### config.mk
export PLATFORM = sky130hd
export DESIGN_NAME = lcd_msg_sequencer
export DESIGN_NICKNAME = d
export VERILOG_FILES = /design/src/rtl/lcd_msg_sequencer.sv
export SDC_FILE = /design/constraint.sdc
export NUM_CORES = 1
export LEC_CHECK = 0
export ABC_AREA = 1
export CORE_MARGIN = 3
export CORE_UTILIZATION = 30
export CTS_BUF_LIST = sky130_fd_sc_hd__clkbuf_4
export CTS_CLUSTER_SIZE = 16
export DETAILED_ROUTE_END_ITERATION = 16
export HOLD_SLACK_MARGIN = 0.08
export SYNTH_ARGS = -nofsm -noshare
export SYNTH_HDL_FRONTEND = slang
export SYNTH_SLANG_ARGS = --single-unit
### constraint.sdc
create_clock -name clk -period 1.7 [get_ports clk]
set_input_delay 0.51 -clock clk [delete_from_list [all_inputs] [get_ports clk]]
set_output_delay 0.51 -clock clk [all_outputs]
set_load 0.02 [all_outputs]
### src/rtl/lcd_msg_sequencer.sv
// Streams a CHARS x LINES text message to a handshaking LCD driver: clear, then address + char words per line.
// Build option LCD_SEQ_REFRESH_EN: re-capture msg and rewrite it continuously after each pass.
module lcd_msg_sequencer #(
    parameter int unsigned CHARS  = 16,
    parameter int unsigned LINES  = 2,
    parameter int unsigned ACK_TO = 1024
) (
    input  logic                     clk,
    input  logic                     rst_n,
    input  logic                     start,
    input  logic [8*CHARS*LINES-1:0] msg,
    input  logic                     lcd_available,
    output logic [31:0]              data,
    output logic                     select_cd,
    output logic                     enable_writing,
    output logic                     busy,
    output logic                     done,
    output logic                     err
);
    localparam int unsigned MSGW      = 8*CHARS*LINES;
    localparam int unsigned CNTW      = $clog2(ACK_TO + 1);
    localparam logic [2:0]  POS_LAST  = 3'(CHARS/4);
    localparam logic        LINE_LAST = 1'(LINES - 1);
    localparam logic [CNTW-1:0] CNT_LAST = CNTW'(ACK_TO - 1);

    typedef enum logic [2:0] {IDLE, ISSUE, WAIT_ACK, WAIT_RDY, FINISH} state_t;

    state_t            state_q, state_d;
    logic [MSGW-1:0]   msg_q;
    logic              clr_q;
    logic              line_q;
    logic [2:0]        pos_q;
    logic [CNTW-1:0]   cnt_q;
    logic              err_q;
    logic              last_word;
    logic              timeout;

    assign err = err_q;

    always_comb begin
        state_d        = state_q;
        enable_writing = 1'b0;
        busy           = (state_q != IDLE);
        done           = (state_q == FINISH);
        timeout        = 1'b0;
        last_word      = !clr_q && (line_q == LINE_LAST) && (pos_q == POS_LAST);
        case (state_q)
            IDLE:     if (start) state_d = ISSUE;
            ISSUE:    if (lcd_available) begin
                          enable_writing = 1'b1;
                          state_d        = WAIT_ACK;
                      end
            WAIT_ACK: if (!lcd_available) begin
                          state_d = WAIT_RDY;
                      end else if (cnt_q == CNT_LAST) begin
                          timeout = 1'b1;
                          state_d = IDLE;
                      end
            WAIT_RDY: if (lcd_available) state_d = last_word ? FINISH : ISSUE;
`ifdef LCD_SEQ_REFRESH_EN
            FINISH:   state_d = ISSUE;
`else
            FINISH:   state_d = IDLE;
`endif
            default:  state_d = IDLE;
        endcase
    end

    // Head of msg_q is always the next character word; it is shifted out as words are consumed.
    always_comb begin
        data      = '0;
        select_cd = 1'b1;
        if (state_q != IDLE) begin
            if (clr_q) begin
                data      = 32'h0000_0001;
                select_cd = 1'b0;
            end else if (pos_q == '0) begin
                data      = {24'h0, (line_q ? 8'hC0 : 8'h80)};
                select_cd = 1'b0;
            end else begin
                data      = msg_q[MSGW-1 -: 32];
            end
        end
    end

    always_ff @(posedge clk or negedge rst_n) begin
        if (!rst_n) begin
            state_q <= IDLE;
            msg_q   <= '0;
            clr_q   <= 1'b1;
            line_q  <= 1'b0;
            pos_q   <= '0;
            cnt_q   <= '0;
            err_q   <= 1'b0;
        end else begin
            state_q <= state_d;
            case (state_q)
                IDLE: if (start) begin
                    msg_q  <= msg;
                    clr_q  <= 1'b1;
                    line_q <= 1'b0;
                    pos_q  <= '0;
                    err_q  <= 1'b0;
                end
                ISSUE:    cnt_q <= '0;
                WAIT_ACK: begin
                    cnt_q <= cnt_q + CNTW'(1);
                    if (timeout) err_q <= 1'b1;
                end
                WAIT_RDY: if (lcd_available && !last_word) begin
                    if (clr_q) begin
                        clr_q <= 1'b0;
                    end else begin
                        if (pos_q != '0) msg_q <= msg_q << 32;
                        if (pos_q == POS_LAST) begin
                            pos_q  <= '0;
                            line_q <= ~line_q;
                        end else begin
                            pos_q  <= pos_q + 3'd1;
                        end
                    end
                end
                FINISH: begin
`ifdef LCD_SEQ_REFRESH_EN
                    msg_q  <= msg;
                    clr_q  <= 1'b0;
                    line_q <= 1'b0;
                    pos_q  <= '0;
`endif
                end
                default: ;
            endcase
        end
    end

endmodule

==> summary.txt <==
Outcome
  – Outcome: complete, but fails checks
  – Failing checks: negative setup slack

Global routing
  – Via count of the first global-routing pass: 16,300
  – Antenna violations before repair: 5
  – Total GRT Usage: 0.235
  – Global-route wire length before repair: 92,000 um
  – Pin count of the biggest net entering global routing: 65
  – Total congestion overflow: 0

Logic synthesis
  – Synth cell count leaders: sky130_fd_sc_hd__nand2_1 (1,285), sky130_fd_sc_hd__dfrtp_1 (275), sky130_fd_sc_hd__nand3_1 (271)
  – Count of distinct cell types in the synthesized netlist: 23
  – Fraction of registers with async set or reset after synthesis: 1.00
  – Cell with the most instances after synthesis: sky130_fd_sc_hd__nand2_1
  – Dominant cells by area after synthesis: sky130_fd_sc_hd__dfrtp_1 (48%), sky130_fd_sc_hd__nand2_1 (34%), sky130_fd_sc_hd__nand3_1 (9.5%)
  – Cell count after synthesis: 2,083
  – Register area share after synthesis: 0.482
  – Synth Net Count: 2,346
  – Yosys synthesis warning count: 0
  – Area share of the largest cell type after synthesis: 0.480
  – Post-synthesis area per instance: 6.89 um^2
  – Most area-hungry cell type in the Yosys netlist: sky130_fd_sc_hd__dfrtp_1
  – FF+latch count, synth: 276
  – Cell area after synthesis: 14,300 um^2
  – Top flip-flop cell by instance count after synthesis: sky130_fd_sc_hd__dfrtp_1
  – Count of flip-flops with a built-in enable after synthesis: 0

Die
  – Site row count: 79
  – Chip Width: 225 um
  – Starting utilization of the core area: 0.306
  – Placeable core area: 46,900 um^2
  – Die ar.: 50,500 um^2
  – Die outline height: 225 um
  – I/O pins: 297

Setup path
  – Cell type group with the largest total delay on the critical path: buffers and inverters
  – Required time at the worst-slack endpoint: 1.19 ns
  – Maximum cell stage delay along the critical path: 0.37 ns
  – Crit Path Category: reg2out
  – Worst setup slack for register-to-register paths: -0.54 ns
  – Ordered list of cells on the worst path: inv_2, ha_4, nand2_4, nand2_8, buf_12, buf_12, nor2_4, buf_6
  – Reg-to-reg critical path endpoint: msg_q[143]
  – Endpoint type of the worst setup path: primary output
  – Number of buffer and inverter instances along the worst setup path: 4
  – Worst-case reg-to-reg path depth: 14
  – CP Data Arrival Time: 2.08 ns
  – FF-to-FF Start: state_q[2]
  – Worst-path maximum fanout: 7
  – Critical path launch point type: register
  – Cell with the largest stage delay on the worst path: sky130_fd_sc_hd__dfrtp_1
  – Most frequent cell on the critical path: sky130_fd_sc_hd__buf_12

CTS
  – CTS Root Buffer Type: sky130_fd_sc_hd__clkbuf_4
  – Max clock buf depth: 3
  – TritonCTS clock tree: built
  – Clock latency of the later-clocked register in the worst-skew pair: 0.78 ns
  – Clock-pin transition on the worst setup and hold timing paths: 0.07 ns
  – Htree depth: 3
  – Clock buffers created by TritonCTS: 81
  – Clk sink count: 276

STA
  – Slew Viols, Final: 0
  – Setup repair after global routing missed its margin: true
  – Number of endpoints failing setup at the final stage: 298
  – Worst-Margin Slew: 0.493 ns
  – Final critical-path share of the clock period: 1.52
  – Final critical-path setup slack: -0.890 ns
  – Highest clock frequency the design can meet: 0.386 GHz
  – Hold Violations, Final: 0
  – Fin Setup TNS: -151.34 ns
  – Final min period: 2.59 ns
  – Final Skew: 0.0435 ns
  – Relative slew slack: 0.671

Detailed routing
  – Length of routed wiring on met1: 26,400 um
  – Starting DRT DRC Count: 1,133
  – Drt via density: 4.88
  – # DRC: 0
  – Antenna-violating nets left: 0
  – Total via count in the routed design: 16,100
  – Drt total wl: 63,100 um
  – Average routed wire per standard cell: 19.1 um
  – Met2 WL post-DR: 30,600 um
  – Highest metal layer used by the detailed router: met5
  – WL met3: 4010 um
  – Total iterations of the first detailed-routing run: 5

Layout
  – Final standard cell utilization of the core: 0.565
  – Share of layout cells above drive strength 1: 0.378
  – Number of nets in the finished design: 2,898
  – Relative area change from synthesis to final layout: 84.4%

Placement
  – Pre-CTS setup slack: -0.581 ns
  – Detailed placement HPWL: 34,200 um
  – IO buf count: 296
  – Final weighted congestion of routability-driven global placement: 0.842

Power and ir drop
  – Leakage power total: 13.1 nW
  – P per Cell Area: 1730 nW/um^2
  – Power after layout: 0.0457 W
  – Peak supply drop: 735 uV

Job
  – Count of max-cap constraint violations: 0

Worst hold path
  – Hold WC Path Type: in2async
==> cell usage in the layout (no fill, tap or decap), types with 5 or more instances in the layout <==
master,netlist,layout
sky130_fd_sc_hd__inv_1,25,21
sky130_fd_sc_hd__nor2_1,52,17
sky130_fd_sc_hd__buf_4,2,64
sky130_fd_sc_hd__nand2_8,0,8
sky130_fd_sc_hd__nand3_1,271,147
sky130_fd_sc_hd__clkinv_1,0,18
sky130_fd_sc_hd__clkbuf_4,0,115
sky130_fd_sc_hd__dfrtp_1,275,275
sky130_fd_sc_hd__o21ai_0,12,10
sky130_fd_sc_hd__buf_12,0,86
sky130_fd_sc_hd__inv_2,2,8
sky130_fd_sc_hd__nand3_2,0,120
sky130_fd_sc_hd__a21oi_1,5,5
sky130_fd_sc_hd__nand2_4,1,93
sky130_fd_sc_hd__buf_16,0,55
sky130_fd_sc_hd__clkbuf_16,0,32
sky130_fd_sc_hd__buf_8,0,22
sky130_fd_sc_hd__diode_2,0,7
sky130_fd_sc_hd__nor2_4,3,37
sky130_fd_sc_hd__clkdlybuf4s50_1,0,258
sky130_fd_sc_hd__nand2_1,1285,917
sky130_fd_sc_hd__nand2_2,2,273
sky130_fd_sc_hd__buf_6,13,79
==> sequential cells by signal, summed over array words and instances (netlist names) <==
signal,count
pos_q,3
clr_q,1
err,1
line_q,1
cnt_q,11
msg_q,256
state_q,3
==> worst max path at each step <==
| stage | slack (ns) | startpoint | depth (start not counted) | end |
|---|---|---|---|---|
| 2_1_floorplan | -0.02 | state_q[2] | 5 | data[10] |
| 3_3_place_gp | -0.60 | lcd_available | 10 | msg_q[244] |
| 3_5_place_dp | -0.58 | lcd_available | 4 | enable_writing |
| 4_1_cts | -0.96 | pos_q[1] | 8 | data[6] |
| 5_1_grt | -0.99 | pos_q[1] | 8 | data[6] |
| 6_report | -0.89 | pos_q[1] | 8 | data[16] |
==> power breakdown <==
group / internal (W) / total, W / switching (W)
Clock: 0.00355 / 0.00659 / 0.00304
Sequential: 0.00963 / 0.0117 / 0.00209
Combinational: 0.0136 / 0.0274 / 0.0138
==> area by class of cell <==
type | instances | area [um^2]
Fill cell | 4033 | 20400
Multi-Input combinational cell | 1644 | 9050
Timing Repair Buffer | 601 | 8460
Sequential cell | 276 | 6910
Clock buffer | 115 | 863
Tap cell | 607 | 759
Clock inverter | 26 | 179
Inverter | 27 | 128
Timing Repair inverter | 4 | 86.3
Antenna cell | 7 | 17.5
==> routing by layer <==
metal	GRT usage	up-vias
met5	0	-
met4	0.0808	6
met1	0.306	7659
met3	0.0544	148
met2	0.386	659
li1	-	7677
==> per-stage QoR <==
stage                     hold WS, ns  cell area [um^2]  cells
after floorplan                 0.214             14600   2083
after global placement          0.419             19000   2965
after detailed placement        0.425             19000   2965
after CTS                       0.148             24400   3253
after global routing            0.170             26400   3305
final                           0.216             26500   3307
==> kinds of logic (layout without fill, tap and decap cells) <==
group / Yosys count / in the layout / share of synthesized area
flops: 276 / 276 / 0.482
fa+ha+maj: 3 / 3 / 0.00262
other cells: 0 / 7 / 0
buf+inv: 166 / 773 / 0.0583
xor+xnor: 1 / 1 / 0.000611
simple gates: 1619 / 1622 / 0.450
compound gates: 18 / 18 / 0.00637
==> timing repair <==
item / 4_1_cts / 5_1_grt
gates resized for setup: 640 / 426
endpoints found under the hold margin: 275 / 0
buffers inserted: 76 / 38
hold buffers: 1 / 0
gates cloned: 75 / 38
pin swaps: 186 / 162
endpoints found under the setup margin: 298 / 306
No activity file was read; power rests on OpenSTA's default activity.
